--- src/rtl/vga_pkg.sv ---
// Shared timing constants and types for the VGA sync generator.
// Defaults describe 640x480@60 Hz with a 25 MHz pixel rate.
package vga_pkg;

   localparam int H_DISPLAY_DEF = 640;
   localparam int H_FP_DEF      = 16;
   localparam int H_SYNC_DEF    = 96;
   localparam int H_BP_DEF      = 48;

   localparam int V_DISPLAY_DEF = 480;
   localparam int V_FP_DEF      = 10;
   localparam int V_SYNC_DEF    = 2;
   localparam int V_BP_DEF      = 33;

   localparam int H_TOTAL_DEF = H_DISPLAY_DEF + H_FP_DEF + H_SYNC_DEF + H_BP_DEF;
   localparam int V_TOTAL_DEF = V_DISPLAY_DEF + V_FP_DEF + V_SYNC_DEF + V_BP_DEF;

   localparam int H_SYNC_START_DEF = H_DISPLAY_DEF + H_FP_DEF;
   localparam int H_SYNC_END_DEF   = H_SYNC_START_DEF + H_SYNC_DEF - 1;
   localparam int V_SYNC_START_DEF = V_DISPLAY_DEF + V_FP_DEF;
   localparam int V_SYNC_END_DEF   = V_SYNC_START_DEF + V_SYNC_DEF - 1;

   localparam int RGB_W = 3;
   localparam int CNT_W = 10;

   // Bundle that travels through the delay line alongside the renderer latency.
   typedef struct packed {
      logic hsync;
      logic vsync;
      logic video_on;
   } sync_bus_t;

   function automatic logic sync_level(input logic active, input logic pol);
      return active ? pol : ~pol;
   endfunction

endpackage

--- src/rtl/sync_delay_line.sv ---
// Fixed-depth shift register with a synchronous reset value.
// DEPTH = 0 degenerates to a wire.
module sync_delay_line #(
   parameter int               WIDTH     = 3,
   parameter int               DEPTH     = 1,
   parameter logic [WIDTH-1:0] RESET_VAL = '0
) (
   input  logic             clk,
   input  logic             reset,
   input  logic [WIDTH-1:0] din,
   output logic [WIDTH-1:0] dout
);

   generate
      if (DEPTH == 0) begin : g_pass
         assign dout = din;
      end else begin : g_shift
         logic [WIDTH-1:0] stage [DEPTH];

         always_ff @(posedge clk) begin
            if (reset) begin
               for (int i = 0; i < DEPTH; i++) begin
                  stage[i] <= RESET_VAL;
               end
            end else begin
               stage[0] <= din;
               for (int i = 1; i < DEPTH; i++) begin
                  stage[i] <= stage[i-1];
               end
            end
         end

         assign dout = stage[DEPTH-1];
      end
   endgenerate

endmodule

--- src/rtl/vga_sync_gen.sv ---
// VGA timing generator: pixel-enable divider, h/v counters, sync decode,
// and a delay line that keeps sync aligned with renderer colour latency.
module vga_sync_gen
   import vga_pkg::*;
#(
   parameter int CLK_DIV   = 4,
   parameter int H_DISPLAY = H_DISPLAY_DEF,
   parameter int H_FP      = H_FP_DEF,
   parameter int H_SYNC    = H_SYNC_DEF,
   parameter int H_BP      = H_BP_DEF,
   parameter int V_DISPLAY = V_DISPLAY_DEF,
   parameter int V_FP      = V_FP_DEF,
   parameter int V_SYNC    = V_SYNC_DEF,
   parameter int V_BP      = V_BP_DEF,
   parameter int SYNC_POL  = 0,
   parameter int PIPE_DLY  = 1
) (
   input  logic             clk,
   input  logic             reset,
   input  logic [RGB_W-1:0] rgb_in,
   output logic [CNT_W-1:0] pixel_x,
   output logic [CNT_W-1:0] pixel_y,
   output logic             video_on,
   output logic             p_tick,
   output logic             frame_start,
   output logic             hsync,
   output logic             vsync,
   output logic [RGB_W-1:0] rgb
);

   localparam int H_TOTAL = H_DISPLAY + H_FP + H_SYNC + H_BP;
   localparam int V_TOTAL = V_DISPLAY + V_FP + V_SYNC + V_BP;

   localparam logic [CNT_W-1:0] H_LAST   = CNT_W'(H_TOTAL - 1);
   localparam logic [CNT_W-1:0] V_LAST   = CNT_W'(V_TOTAL - 1);
   localparam logic [CNT_W-1:0] H_DISP_C = CNT_W'(H_DISPLAY);
   localparam logic [CNT_W-1:0] V_DISP_C = CNT_W'(V_DISPLAY);
   localparam logic [CNT_W-1:0] HS_START = CNT_W'(H_DISPLAY + H_FP);
   localparam logic [CNT_W-1:0] HS_END   = CNT_W'(H_DISPLAY + H_FP + H_SYNC - 1);
   localparam logic [CNT_W-1:0] VS_START = CNT_W'(V_DISPLAY + V_FP);
   localparam logic [CNT_W-1:0] VS_END   = CNT_W'(V_DISPLAY + V_FP + V_SYNC - 1);

   localparam logic SYNC_ACT = (SYNC_POL != 0);
   localparam logic [2:0] IDLE_BUS = {~SYNC_ACT, ~SYNC_ACT, 1'b0};

   localparam int DIV_W = (CLK_DIV > 1) ? $clog2(CLK_DIV) : 1;
   localparam logic [DIV_W-1:0] DIV_LAST = DIV_W'(CLK_DIV - 1);

   logic [DIV_W-1:0] div_cnt;
   logic [CNT_W-1:0] h_cnt;
   logic [CNT_W-1:0] v_cnt;
   logic             h_last;
   logic             v_last;
   logic             hs_act;
   logic             vs_act;
   sync_bus_t        raw_bus;
   sync_bus_t        dly_bus;

   always_ff @(posedge clk) begin
      if (reset) begin
         div_cnt <= '0;
      end else if (p_tick) begin
         div_cnt <= '0;
      end else begin
         div_cnt <= div_cnt + 1'b1;
      end
   end

   // With no division the pixel enable is simply always on.
   generate
      if (CLK_DIV == 1) begin : g_tick_const
         assign p_tick = 1'b1;
      end else begin : g_tick_cmp
         assign p_tick = (div_cnt == DIV_LAST);
      end
   endgenerate

   assign h_last = (h_cnt == H_LAST);
   assign v_last = (v_cnt == V_LAST);

   always_ff @(posedge clk) begin
      if (reset) begin
         h_cnt       <= '0;
         v_cnt       <= '0;
         frame_start <= 1'b0;
      end else begin
         frame_start <= p_tick & h_last & v_last;
         if (p_tick) begin
            if (h_last) begin
               h_cnt <= '0;
               v_cnt <= v_last ? '0 : v_cnt + 1'b1;
            end else begin
               h_cnt <= h_cnt + 1'b1;
            end
         end
      end
   end

   assign pixel_x  = h_cnt;
   assign pixel_y  = v_cnt;
   assign video_on = (h_cnt < H_DISP_C) && (v_cnt < V_DISP_C);

   assign hs_act = (h_cnt >= HS_START) && (h_cnt <= HS_END);
   assign vs_act = (v_cnt >= VS_START) && (v_cnt <= VS_END);

   always_comb begin
      raw_bus          = '0;
      raw_bus.hsync    = sync_level(hs_act, SYNC_ACT);
      raw_bus.vsync    = sync_level(vs_act, SYNC_ACT);
      raw_bus.video_on = video_on;
   end

   // Delays run on every clk so the alignment is in clk cycles, matching
   // renderer ROM latency rather than pixel periods.
   sync_delay_line #(
      .WIDTH     (3),
      .DEPTH     (PIPE_DLY),
      .RESET_VAL (IDLE_BUS)
   ) u_sync_delay_line (
      .clk   (clk),
      .reset (reset),
      .din   (raw_bus),
      .dout  (dly_bus)
   );

   always_ff @(posedge clk) begin
      if (reset) begin
         hsync <= ~SYNC_ACT;
         vsync <= ~SYNC_ACT;
         rgb   <= '0;
      end else begin
         hsync <= dly_bus.hsync;
         vsync <= dly_bus.vsync;
         rgb   <= dly_bus.video_on ? rgb_in : '0;
      end
   end

endmodule
--- config.mk ---
export PLATFORM = sky130hd
export DESIGN_NAME = vga_sync_gen
export DESIGN_NICKNAME = d
export VERILOG_FILES = /design/src/rtl/vga_pkg.sv /design/src/rtl/sync_delay_line.sv /design/src/rtl/vga_sync_gen.sv
export SDC_FILE = /design/constraint.sdc
export NUM_CORES = 1
export LEC_CHECK = 0
export BUFFER_PORTS_ARGS = -buffer_cell sky130_fd_sc_hd__buf_4
export CAP_MARGIN = 20
export CORE_UTILIZATION = 50
export DETAILED_ROUTE_END_ITERATION = 16
export GPL_ROUTABILITY_DRIVEN = 1
export PLACE_DENSITY = 0.76
export SYNTH_ARGS = -nofsm -noshare
export SYNTH_HDL_FRONTEND = slang
export SYNTH_HIERARCHICAL = 1
export SYNTH_SLANG_ARGS = --single-unit
--- constraint.sdc ---
create_clock -name clk -period 2.33 [get_ports clk]
set_input_delay 0.466 -clock clk [delete_from_list [all_inputs] [get_ports clk]]
set_output_delay 0.466 -clock clk [all_outputs]
set_load 0.05 [all_outputs]
* After elaboration in Yosys (flattened, before gate mapping)
Memory sizes are Yosys's and may differ from the RTL's.
Index checks and enable logic that the tools add are counted.
** Operators by class
- Reductions and logical operators :: 7
- Equal/unequal tests :: 3
- Order comparisons :: 6
- Bitwise logic cells :: 3
- $mul :: 0
- Multiplexer cells :: 9
- $add $sub $neg :: 3
- Shifts and indexed selects :: 0
- Div/mod/pow operators :: 0
** Operators with widths (number)
- 10-bit by 1-bit adder with 10-bit output (second input constant) :: 2
- 10-bit == test (second input constant) :: 2
- 10-bit 2-to-1 mux :: 2
- 10-bit greater-or-equal comparator (second input constant) :: 1
- 10-bit by 9-bit greater-or-equal comparator with 1-bit output (second input constant) :: 1
- 10-bit <= comparator (second input constant) :: 1
- 10-bit by 9-bit <= comparator with 1-bit output (second input constant) :: 1
- 10-bit < comparator (second input constant) :: 1
- 10-bit by 9-bit < comparator with 1-bit output (second input constant) :: 1
- 1-bit 2-to-1 mux :: 6
- 2-bit OR reduction :: 2
- 1-bit logical AND :: 3
- 3-bit 2-to-1 mux :: 1
- 3-bit OR reduction :: 1
- 2-bit by 1-bit adder with 2-bit output (second input constant) :: 1
- 1-bit AND :: 2
- 2-bit == test (second input constant) :: 1
- 2-bit AND reduction :: 1
- 1-bit NOT :: 1
** Word-level totals
- Logic and storage cells :: 39
- Bits in latches :: 0
- Memory bits (read-only) :: 0
- Memory bits (writable) :: 3
- Memories :: 1
- Register bits :: 28
** Memory list
- u_sync_delay_line.g_shift.stage :: depth 1, bits a word 3, rd ports 1, clocked after Yosys merged registers in 0, wr ports 1, line sync_delay_line.sv:18 : logic [WIDTH-1:0] stage [DEPTH];

* Logic depth before layout (Yosys ltp)
Gate-level depths: netlist of the first run.
- Word-level depth :: 4
- Depth in mapped cells :: 8

* Modules after synthesis
The synthesis of the first run kept the hierarchy.
** By module, submodules not included
- vga_sync_gen :: area each 1331.3 sq um, sequential area each 560.5 sq um, instances 1, cells an instance 151
- sync_delay_line :: area each 78.8 sq um, sequential area each 60.1 sq um, instances 1, cells an instance 6

* Worst setup path after synthesis of the first run
Ideal clock, no wire load.
- Path kind :: register -> output
- Start :: reg h_cnt[8] (netlist: pixel_x[8])
- End :: out video_on
- Required time :: 1.864 ns
- Arrival :: 1.972 ns
- Slack :: -0.108 ns
- Buffers on the path :: 1
- Cell stages (with the launch flop) :: 4
- Cell sequence :: dfxtp_1 clkbuf_1 o21a_1 nor3_1
** Between the ends
- Cells in the longest elaborated chain, start to end :: 2
** Ends and longest elaborated chain
- from (decl) :: line vga_sync_gen.sv:50 : logic [CNT_W-1:0] h_cnt;
- from (signal assigned) :: line vga_sync_gen.sv:93 : h_cnt <= h_cnt + 1'b1;
- 10-bit < comparator :: line vga_sync_gen.sv:101 : assign video_on = (h_cnt < H_DISP_C) && (v_cnt < V_DISP_C);
- 1-bit logical AND :: line vga_sync_gen.sv:101
- to (decl) :: line vga_sync_gen.sv:23 : output logic video_on,
No other way between the ends.

* Final worst setup path of the first run
- Start :: reg div_cnt[0]
- End :: reg v_cnt[7] (netlist: pixel_y[7])
** Between the ends
- Cells in the longest elaborated chain, start to end :: 2
** Ends and longest elaborated chain
- from (decl) :: line vga_sync_gen.sv:49 : logic [DIV_W-1:0] div_cnt;
- from (signal assigned) :: line vga_sync_gen.sv:65 : div_cnt <= div_cnt + 1'b1;
- 2-bit == test :: line vga_sync_gen.sv:74 : assign p_tick = (div_cnt == DIV_LAST);
- 2-bit AND reduction (no line)
- to (signal assigned) :: line vga_sync_gen.sv:91 : v_cnt <= v_last ? '0 : v_cnt + 1'b1;
- to (decl) :: line vga_sync_gen.sv:51 : logic [CNT_W-1:0] v_cnt;
No other way between the ends.
A chain may end at the register's enable or synchronous reset.

==> results of run 1 <==
## critical path, stage by stage (launching register included)
cell     delay [ns]
dfxtp_1        0.35
ha_1           0.33
and3_1         0.34
nand4_4        0.25
or4_1          0.57
a21oi_1        0.15
## cell usage after synthesis, drive strengths merged, types with 5 or more instances
cell and number:
a21oi 11, and2 6, clkbuf 6, dfxtp 31, ha 5, inv 5
nand2 11, nand3 8, nand4 6, nor2 5, nor3 12, o21ai 5
or3 5, xor2 5
## layout by cell type (no fill, tap or decap), types with 2 or more instances in the layout
| cell | instances |
|---|---|
| buf_4 | 34 |
| dfxtp_1 | 31 |
| nor3_1 | 11 |
| nand2_1 | 11 |
| a21oi_1 | 11 |
| nand3_1 | 8 |
| and2_1 | 6 |
| inv_1 | 5 |
| nand4_1 | 5 |
| o21ai_0 | 5 |
| or3_1 | 5 |
| nor2_1 | 5 |
| xor2_1 | 5 |
| ha_1 | 5 |
| clkbuf_4 | 5 |
| and3_1 | 4 |
| or4_1 | 4 |
| xnor2_1 | 4 |
| o31ai_1 | 3 |
| and4_1 | 2 |
| nand2b_1 | 2 |
| nor2b_1 | 2 |
| or2_2 | 2 |
| or2_1 | 2 |
## registers in the layout (all words and copies together) (netlist names)
| name | count |
|---|---|
| pixel_x | 10 |
| pixel_y | 10 |
| rgb | 3 |
| u_sync_delay_line/g_shift.stage | 3 |
| div_cnt | 2 |
| frame_start | 1 |
| hsync | 1 |
| vsync | 1 |
## final timing paths
path / startpoint / end / slack [ns] / cells after the start
worst max-delay path: div_cnt[0] / pixel_y[7] / 0.27 / 5
worst min register to register: u_sync_delay_line/g_shift.stage[0][1] / vsync / 0.42 / 1
worst min-delay path: rgb_in[0] / rgb[0] / 0.33 / 2
worst max register to register: div_cnt[0] / pixel_y[7] / 0.27 / 5
## routing by layer
layer	vias to the layer above	wire, um	track usage, %
met5	-	0	0
met3	7	151	5.738
met2	36	1368	33.73
li1	613	-	-
met1	575	1301	26.61
met4	0	62	15.00
## where the power goes
part | leakage (uW) | switching (uW) | internal (uW)
sequential | 0.000251 | 4.15 | 538
clock | 0.0000482 | 184 | 253
combinational | 0.000380 | 34.7 | 20.9
## cell type report
class                           instances  share of cell area, %
Multi-Input combinational cell        111                  41.61
Sequential cell                        31                  35.58
Timing Repair Buffer                   34                  14.63
Clock buffer                            6                  2.941
Tap cell                               30                  2.152
Clock inverter                          2                  2.009
Inverter                                5                  1.076
## through the flow
stage          hold WS, ns  util (%)  instance area, um^2  worst slack [ns]  cells
2_1_floorplan       0.3895         -                 1415           0.09524    157
3_3_place_gp        0.3919     64.57                 1658            0.4022    211
3_5_place_dp        0.3973     64.57                 1658            0.3071    211
4_1_cts             0.3262     67.93                 1744            0.2610    219
5_1_grt             0.3177     67.93                 1744           0.09185    219
6_report            0.3308     67.93                 1744            0.2662    219
## logic make-up after synthesis
family / after synthesis
and+or+nand+nor: 76
xor gates and xnor gates: 9
AOI/OAI and AO/OA: 21
adders and majority gates: 5
DFF: 31
buffers and inverters: 15
==> impl_metrics.py, run 1 <==
metrics = {
    "synth": {
        "yosysTopAreaCell": "dfxtp_1",
        "async_flop_share_pct": 0,
        "syn_area_per_cell_um2": 8.982,
        "synth_mux_area_share_pct": 0,
        "synth_top_family_by_area": "simple AND/OR/NAND/NOR gates",
        "synthXorXnorAreaFrac_pct": 5.590,
        "synth_compound_area_share_pct": 8.341,
        "synthFlopType": "dfxtp_1",
        "yosys.area.top_type_share_pct": 44.01,
        "synth_edf_count": 0,
        "ys_warn_count": 6,
        "synth_fa_ha_area_share_pct": 4.437,
        "synth_fp_nets": 167,
        "synth_seq_area_share_pct": 44.01,
        "ys_types": 35,
        "synth_seq_cells": 31,
        "synth.top_cells.by_area": "dfxtp_1 (44%), ha_1 (4.4%), nor3_1 (4.3%)",
        "postSynthCellCount": 157,
        "synth-simple-area-share_pct": 32.74,
        "mappedNetlistArea_um2": 1410,
    },
    "routing": {
        "first_pass_iters": 4,
        "ant_nets": 0,
        "wl_per_cell_um": 13.17,
        "drcViolationCount": 0,
        "vias": 1231,
        "post_drt_via_cell_ratio": 5.621,
        "drt_iter0_markers": 26,
        "wl_um": 2884,
    },
    "floorplanning": {
        "num_io_pins": 33,
        "core_area_um2": 2567,
        "rows": 18,
        "die_w_um": 55.11,
        "dieHeight_um": 55.11,
        "die_area_um2": 3037,
        "start_util_pct": 54.92,
    },
    "setup_path": {
        "crit_required_ns": 2.60,
        "cp.arrival_ns": 2.33,
        "start_kind": "flop",
        "endpoint_kind": "flop",
        "critPathMaxFanout": 19,
        "path_class": "flop to flop",
    },
    "pwr": {
        "power.leakage_uw": 0.0006793,
        "power_per_cell_area_nw_per_um2": 593.9,
        "ir_worst_vdd_mv": 0.5190,
        "finalPower_uw": 1036,
    },
    "global_routing": {
        "antenna_found_initial": 0,
        "grt_pass1_wl_um": 4526,
        "grt_max_degree": 22,
        "grt_overflow_total": 0,
        "grt_use_total_pct": 21.97,
        "grt_pass1_vias": 1045,
    },
    "sta": {
        "finalSetupViolations": 0,
        "maxSlewHeadroom_pct": 76.79,
        "fin_crit_sh_pct": 88.57,
        "setup_tns_ns": 0,
        "slew_viol_final": 0,
        "fmax_mhz": 484.5,
        "finalHoldViolations": 0,
        "tightest_slew_ns": 0.3477,
        "period_needed_ns": 2.064,
        "rsz0062_at_grt": "false",
        "fin_skew_ns": 0.008184,
    },
    "placement": {
        "port_buffers": 32,
        "hpwl_um": 2071,
        "gp_congestion": 0.7982,
    },
    "clock_network": {
        "cts_sinks": 31,
        "clock_latency_ns": 0.33,
        "cts_buffers": 5,
        "clk_pin_slew_ns": 0.10,
        "cts_hold_buf": 0,
        "cts_resized": 0,
        "cts_root_buf": "clkbuf_4",
        "cts_htree_levels": 2,
        "cts_setup_buffers": 0,
        "cts_tree": "yes",
        "clockBufferDepth": 2,
    },
    "job": {
        "drv_cap": 0,
    },
    "cells_and_area": {
        "areaGrowthSynthToFinish_pct": 23.69,
        "drive_above_1_share_pct": 24.87,
        "num-nets-final": 198,
        "antenna_cells": 0,
        "multiInputGateArea_um2": 725.7,
        "fill_cells": 199,
        "seqCellArea_um2": 620.6,
    },
    "hold_path": {
        "min_path_type": "input pin to flop",
    },
    "outcome": {
        "status": "finished clean",
    },
}
Power figures use the tool's default switching activity.
==> run 2, diff against run 1 <==
==> constraint.sdc (replaced) <==
create_clock -name clk -period 2.33 [get_ports clk]
set_input_delay 0.1165 -clock clk [delete_from_list [all_inputs] [get_ports clk]]
set_output_delay 0.1165 -clock clk [all_outputs]
set_load 0.05 [all_outputs]
==> run 2 against run 1 <==
  * Maximum frequency is 1.1% higher
  * Core utilization increased by 0.15 points
  * Clock-buffer cell count grew 1
  * Combinational power increased by 3%
  * Design area is 0.22% higher
  * Clock power down 17%
  * Highest routed layer unchanged
==> impl_metrics.py, run 2 (synthesis gave the netlist of run 1 again) <==
metrics = {
    "placement": {
        "port_buffers": 32,
        "gp_congestion": 0.7811,
        "hpwl_um": 1936,
    },
    "setup_path": {
        "reg2reg_from": "div_cnt[0]",
        "critPathSlowestCell": "or4_1",
        "r2r_cells": 5,
        "cp.depth": 5,
        "crit_required_ns": 2.60,
        "path_delay_family": "simple AND/OR/NAND/NOR gates",
        "cp.arrival_ns": 2.31,
        "cpPeakStageDelay_ns": 0.57,
        "start_kind": "flop",
        "crit_chain": "ha_1 -> and3_1 -> nand4_4 -> or4_1 -> a21oi_1",
        "ff2ff_setup_slack_ns": 0.29,
        "critPathLaunch": "div_cnt[0]",
        "crit_buf_inv": 0,
        "critPathMaxFanout": 19,
        "path_class": "flop to flop",
        "endpoint_kind": "flop",
        "r2r_end": "pixel_y[7]",
        "endpoint": "pixel_y[7]",
    },
    "clock_network": {
        "cts_sinks": 31,
        "clk_pin_slew_ns": 0.10,
        "cts_htree_levels": 2,
        "cts_tree": "yes",
        "cts_setup_buffers": 0,
        "clockBufferDepth": 2,
        "cts_buffers": 5,
        "clock_latency_ns": 0.34,
        "cts_root_buf": "clkbuf_4",
    },
    "routing": {
        "wl_um": 2798,
        "drcViolationCount": 0,
        "first_pass_iters": 4,
        "drt_iter0_markers": 28,
        "post_drt_via_cell_ratio": 5.484,
        "wl_per_cell_um": 12.66,
        "vias": 1212,
        "ant_nets": 0,
    },
    "sta": {
        "fin_skew_ns": 0.009737,
        "setup_tns_ns": 0,
        "fin_crit_sh_pct": 87.65,
        "tightest_slew_ns": 0.3345,
        "maxSlewHeadroom_pct": 77.38,
        "rsz0062_at_grt": "false",
        "finalSetupViolations": 0,
        "slew_viol_final": 0,
        "fmax_mhz": 489.7,
        "whs_ns": 0.09505,
        "finalHoldViolations": 0,
        "period_needed_ns": 2.042,
    },
    "floorplanning": {
        "die_area_um2": 3037,
        "rows": 18,
        "num_io_pins": 33,
        "core_area_um2": 2567,
        "start_util_pct": 54.92,
        "die_w_um": 55.11,
        "dieHeight_um": 55.11,
    },
    "cells_and_area": {
        "final_common_cell": "buf_4",
        "areaGrowthSynthToFinish_pct": 23.96,
        "drive_above_1_share_pct": 23.56,
        "mostFrequentLayoutCells": "buf_4 (33), dfxtp_1 (31), nor3_1 (12), nand2_1 (11), a21oi_1 (11)",
        "antenna_cells": 0,
        "num-nets-final": 200,
    },
    "global_routing": {
        "grt_overflow_total": 0,
        "grt_pass1_vias": 1049,
        "antenna_found_initial": 0,
        "grt_use_total_pct": 21.67,
        "grt_max_degree": 22,
        "grt_pass1_wl_um": 4519,
    },
    "outcome": {
        "status": "finished clean",
    },
    "pwr": {
        "power_per_cell_area_nw_per_um2": 551.5,
        "power.leakage_uw": 0.0006753,
        "ir_worst_vdd_mv": 0.4026,
    },
    "job": {
        "drv_cap": 0,
    },
    "hold_path": {
        "min_path_type": "input pin to flop",
    },
}
## run 2: cell count changes in the layout (fill, tap and decap cells not counted), sizes merged
cell and change:
clkinvlp +1, clkbuf +1, bufinv -1, dlygate4sd3 +3, buf -1, clkinv -1
## run 2: through the flow
| stage | utilization, % | power, uW | instance area [um^2] | worst slack (ns) | cells |
|---|---|---|---|---|---|
| finish | 68.08 | 963.9 | 1748 | 0.2878 | 221 |
| global route | 68.08 | 1003 | 1748 | 0.08918 | 221 |
| CTS | 68.08 | 975.5 | 1748 | 0.2900 | 221 |
| detailed placement | 64.08 | 608.2 | 1645 | 0.3288 | 210 |
| global placement | 64.08 | 606.0 | 1645 | 0.4039 | 210 |
| floorplan | - | 591.4 | 1410 | 0.07307 | 157 |
## run 2: final cells by class
type / count / area (um^2)
Clock buffer: 7 / 65.06
Multi-Input combinational cell: 111 / 720.7
Clock inverter: 1 / 7.507
Tap cell: 30 / 37.54
Timing Repair Buffer: 36 / 277.8
Inverter: 5 / 18.77
Fill cell: 215 / 819.5
Sequential cell: 31 / 620.6
## run 2: worst min-delay path by stage
stage                     startpoint                               endpoint  slack, ns  cells past startpoint
after floorplan                reset  u_sync_delay_line/g_shift.stage[0][0]       0.19                      1
after CTS                      reset                             pixel_x[2]       0.09                      2
final                          reset                             pixel_x[2]        0.1                      2
after global placement     rgb_in[1]                                 rgb[1]       0.32                      2
after detailed placement   rgb_in[0]                                 rgb[0]       0.33                      2
after global routing           reset                             pixel_x[2]        0.1                      2
## run 2: power by group
group          leakage, uW  switching [uW]  internal (uW)  total, uW
Clock            0.0000375             188            176        364
Combinational     0.000387            34.3           22.9       57.2
Sequential        0.000251            4.22            538        543
## run 2: per-layer routing
layer,part of all wire (%),track usage (%),vias up
met3,5.3,7.377,5
met2,49,36.14,32
met4,1.5,10.00,0
met1,44,24.79,560
met5,0,0,-
li1,-,-,615
## run 2: repair_timing
item,4_1_cts,5_1_grt
resized for setup,0,0
hold buffers,3,0
hold endpoints to repair,3,0
